[src/rtl/desk_call_scheduler.sv]
// desk_call_scheduler: round-robin arbiter handing out service numbers to desks,
// tracking waiting tickets and holding each announcement for CALL_CYCLES clocks.
module desk_call_scheduler #(
    parameter int NUM_DESKS   = 3,
    parameter int DESK_W      = 2,
    parameter int NUM_W       = 4,
    parameter int TICKET_MAX  = 14,
    parameter int CALL_CYCLES = 4
) (
    input  logic                       clk,
    input  logic                       rst,
    input  logic                       ticket_take,
    input  logic [NUM_DESKS-1:0]       desk_req,
    output logic                       call_valid,
    output logic [DESK_W-1:0]          call_desk,
    output logic [NUM_W-1:0]           call_number,
    output logic                       call_active,
    output logic [NUM_DESKS*NUM_W-1:0] desk_number,
    output logic [NUM_W-1:0]           waiting,
    output logic                       ticket_reject
);
    localparam int CNT_W = (CALL_CYCLES > 1) ? $clog2(CALL_CYCLES) : 1;

    typedef enum logic [1:0] {IDLE, GRANT, ANNOUNCE} state_t;

    state_t                     state_q;
    logic [CNT_W-1:0]           cnt_q;
    logic [NUM_DESKS-1:0]       pending_q, pending_d, win_oh;
    logic [DESK_W-1:0]          rr_ptr_q, rr_ptr_d, win, idx;
    logic [NUM_W-1:0]           serve_q, serve_d, waiting_q, waiting_d, call_number_q;
    logic [DESK_W-1:0]          call_desk_q;
    logic [NUM_DESKS*NUM_W-1:0] desk_number_q;
    logic                       call_valid_q, call_active_q, reject_q, reject_d;
    logic                       grant, full, found;

    assign grant = (state_q == GRANT);
    assign full  = (waiting_q == NUM_W'(TICKET_MAX));

    // Cyclic search for the first pending desk starting at rr_ptr.
    always_comb begin
        win   = rr_ptr_q;
        idx   = '0;
        found = 1'b0;
        for (int k = 0; k < NUM_DESKS; k++) begin
            idx = DESK_W'((int'(rr_ptr_q) + k) % NUM_DESKS);
            if (!found && pending_q[idx]) begin
                win   = idx;
                found = 1'b1;
            end
        end
    end

    // A take at the limit is only accepted when a grant frees a slot on the same edge.
    always_comb begin
        win_oh    = NUM_DESKS'(1) << win;
        pending_d = (pending_q & ~(grant ? win_oh : '0)) | desk_req;
        rr_ptr_d  = (win == DESK_W'(NUM_DESKS - 1)) ? '0 : win + 1'b1;
        serve_d   = (serve_q == NUM_W'(TICKET_MAX)) ? NUM_W'(1) : serve_q + 1'b1;
        reject_d  = ticket_take && full && !grant;
        waiting_d = (ticket_take && !grant && !full) ? waiting_q + 1'b1 :
                    (!ticket_take && grant)          ? waiting_q - 1'b1 : waiting_q;
    end

    always_ff @(posedge clk or posedge rst) begin
        if (rst) begin
            state_q       <= IDLE;
            cnt_q         <= '0;
            pending_q     <= '0;
            rr_ptr_q      <= '0;
            serve_q       <= '0;
            waiting_q     <= '0;
            reject_q      <= 1'b0;
            call_valid_q  <= 1'b0;
            call_active_q <= 1'b0;
            call_desk_q   <= '0;
            call_number_q <= '0;
            desk_number_q <= '0;
        end else begin
            pending_q    <= pending_d;
            waiting_q    <= waiting_d;
            reject_q     <= reject_d;
            call_valid_q <= 1'b0;
            case (state_q)
                IDLE: if (|pending_q && waiting_q != '0) state_q <= GRANT;
                GRANT: begin
                    serve_q                              <= serve_d;
                    call_number_q                        <= serve_d;
                    desk_number_q[win*NUM_W +: NUM_W]    <= serve_d;
                    call_desk_q                          <= win;
                    call_valid_q                         <= 1'b1;
                    call_active_q                        <= 1'b1;
                    rr_ptr_q                             <= rr_ptr_d;
                    cnt_q                                <= '0;
                    state_q                              <= ANNOUNCE;
                end
                ANNOUNCE: begin
                    if (cnt_q == CNT_W'(CALL_CYCLES - 1)) begin
                        state_q       <= IDLE;
                        call_active_q <= 1'b0;
                    end else begin
                        cnt_q <= cnt_q + 1'b1;
                    end
                end
                default: state_q <= IDLE;
            endcase
        end
    end

    assign call_valid    = call_valid_q;
    assign call_desk     = call_desk_q;
    assign call_number   = call_number_q;
    assign call_active   = call_active_q;
    assign desk_number   = desk_number_q;
    assign waiting       = waiting_q;
    assign ticket_reject = reject_q;
endmodule

[config.mk]
export PLATFORM = sky130hd
export DESIGN_NAME = desk_call_scheduler
export DESIGN_NICKNAME = d
export VERILOG_FILES = /design/src/rtl/desk_call_scheduler.sv
export SDC_FILE = /design/constraint.sdc
export NUM_CORES = 1
export LEC_CHECK = 0
export CAP_MARGIN = 20
export CORE_MARGIN = 3
export CORE_UTILIZATION = 30
export DETAILED_ROUTE_END_ITERATION = 8
export PLACE_DENSITY = 0.47
export SYNTH_ARGS = -nofsm -noshare
export SYNTH_HDL_FRONTEND = slang
export SYNTH_SLANG_ARGS = --single-unit
export TNS_END_PERCENT = 5
[constraint.sdc]
create_clock -name clk -period 4.59 [get_ports clk]
set_clock_uncertainty 0.05 [all_clocks]
set_input_delay 1.377 -clock clk [delete_from_list [all_inputs] [get_ports clk]]
set_output_delay 1.377 -clock clk [all_outputs]
set_load 0.01 [all_outputs]
==> reports/metrics.cfg <==
[status]
status=complete, no violations

[floorplan]
die_x_um=82.2
core_mm2=0.00557
die_h_um=82.2
dieArea_mm2=0.00676
rows=27
initial_core_util_pct=31.2
ios=31

[sta]
drv_slew=0
slew_headroom_pct=45.6
finalHoldViolCount=0
tns_ns=0
fmax_ghz=0.325
tightest_slew_ns=0.810
min_period_ns=3.07
fin_crit_sh_pct=66.9
setup_viol=0
rsz0062_at_grt=no

[synth]
yosysMostFrequentCell=dfrtp_1
yosysSeqAreaShare_pct=48.9
yosysTopAreaCell=dfrtp_1
yosys_warnings=0
synth-edff-count=0
synth_top_area_share_pct=48.9
syn_nets=180
syn-cell-area_mm2=0.00174
synthDistinctLibCells=36
async_reset_ff_share_pct=100
yosys_register_bits=34
syn_inst=162
ys_top_cells_by_area=dfrtp_1, ha_1, nand2_1
ys_top_cells_by_count=dfrtp_1, nand2_1, nor2_1, ha_1, a32o_1
avgSynthCellArea_um2=10.8
ys.flop_type=dfrtp_1

[clocking]
postCtsResizedCells=0
hold_buffers=0
clk_pin_slew_ns=0.07
clockBufferDepth=2
htreeDepth=2
cts_tree=yes
cts-buffers-inserted=5
clk_latency_ns=0.28
cts_root_buf=clkbuf_8
clkSinkCount=34
cts_setup_buffers=0

[route]
drt_iter0_drc=44
totalWireLength_um=4040
vias=1353
drc=0
antenna_left=0
dr.pass1.iters=4
wl_per_cell_um=15.0
vias_per_cell=5.03

[setup_path]
cp.arrival_ns=3.19
critical_path_required_ns=4.71
worstSetupPathType=register to register
critPathLaunchType=register
reg2reg_slack_ns=1.52
end_kind=register
worst-path-max-fanout=7

[pwr]
ir_drop_mv=0.301
power.density_mw_per_mm2=778
p_leak_nw=0.968

[grt]
grt-ovfl-total=0
antenna_found_initial=0
grt_pass1_wl_um=6820
grt_usage_pct=13.3
grt_max_degree=35
grt_pass1_vias=1358

[finish]
seqCellArea_um2=851
fin_util_pct=39.8
antenna_cells=0
layout-drive-gt1-share_pct=8.12
syn_to_final_growth_pct=27.4
multiInputGateArea_um2=848
finalNetCount=214
n_fill_cell=560

[job]
maxCapViolations=0

[hold_path]
hold_class=register to register

[placement]
port_buffers=30
dp_hpwl_um=2990
gp_congestion=0.690

-- where the power goes --
| part | internal (mW) | total, mW | switching (mW) |
|---|---|---|---|
| Combinational | 0.436 | 0.945 | 0.509 |
| Sequential | 0.419 | 0.555 | 0.135 |
| Clock | 0.120 | 0.227 | 0.107 |
-- critical path, cell delays in order, from the launching register on --
cell,delay [ns]
dfrtp_1,0.39
inv_1,0.07
ha_1,0.41
nand3b_1,0.17
o211ai_1,0.14
o21ai_0,0.11
a211oi_1,0.67
ha_1,0.40
nand2b_1,0.17
nor2_1,0.11
a32o_1,0.27
-- metal layers --
| metal | global-route usage [%] | part of all wire, % |
|---|---|---|
| met2 | 21.7 | 49 |
| met3 | 3.69 | 3.6 |
| met1 | 16.9 | 46 |
| met5 | 0 | 0 |
| met4 | 4.49 | 1.5 |
-- cell type report --
type                            count  share of cell area (%)
Clock inverter                      2                   0.564
Multi-Input combinational cell    118                    38.2
Tap cell                           72                    4.06
Inverter                            6                    1.24
Clock buffer                        6                    3.72
Timing Repair Buffer               31                    13.9
Sequential cell                    34                    38.3
-- cells in the final DEF, fill, tap and decap left out, drive strengths merged, types with 5 or more instances in the layout --
cell and instances:
a21o 5, a32o 9, nand2b 5, mux2i 6, nor2 12, clkdlybuf4s50 30
ha 11, o21ai 8, clkbuf 6, dfrtp 34, inv 6, nand2 27
-- sequential cells by signal, summed over array words and instances (netlist names), 2 cells and up --
| signal | count |
|---|---|
| desk_number | 12 |
| call_number | 4 |
| waiting | 4 |
| pending_q | 3 |
| call_desk | 2 |
| cnt_q | 2 |
| rr_ptr_q | 2 |
| state_q | 2 |
-- metrics by stage --
| step | cells | worst slack (ns) | hold slack [ns] | area, um2 | power, mW |
|---|---|---|---|---|---|
| 3_3_place_gp | 261 | 1.40 | 0.431 | 2120 | 1.47 |
| 4_1_cts | 269 | 1.49 | 0.439 | 2220 | 1.75 |
| 6_report | 269 | 1.52 | 0.434 | 2220 | 1.73 |
| 3_5_place_dp | 261 | 1.28 | 0.421 | 2120 | 1.52 |
| 2_1_floorplan | 162 | 1.91 | 0.442 | 1740 | 1.17 |
| 5_1_grt | 269 | 1.20 | 0.466 | 2220 | 1.89 |
-- kinds of logic after synthesis --
logic type | synth area share (%)
XOR/XNOR | 2.01
AND/OR/NAND/NOR | 15.4
buffers and inverters | 2.44
flip-flops | 48.9
adder cells (fa/ha/maj) | 9.05
multiplexers | 4.09
AO/OA/AOI/OAI | 18.1
-- path summary, 6_finish.rpt --
path,startpoint,endpoint,cells past startpoint
min in group asynchronous,rst,ticket_reject,3
min,desk_number[8],desk_number[8],2
min reg2reg,desk_number[8],desk_number[8],2
max reg2reg,rr_ptr_q[0],desk_number[11],10
max in group asynchronous,rst,pending_q[0],3
max,rr_ptr_q[0],desk_number[11],10
No activity file was read; power rests on OpenSTA's default activity.
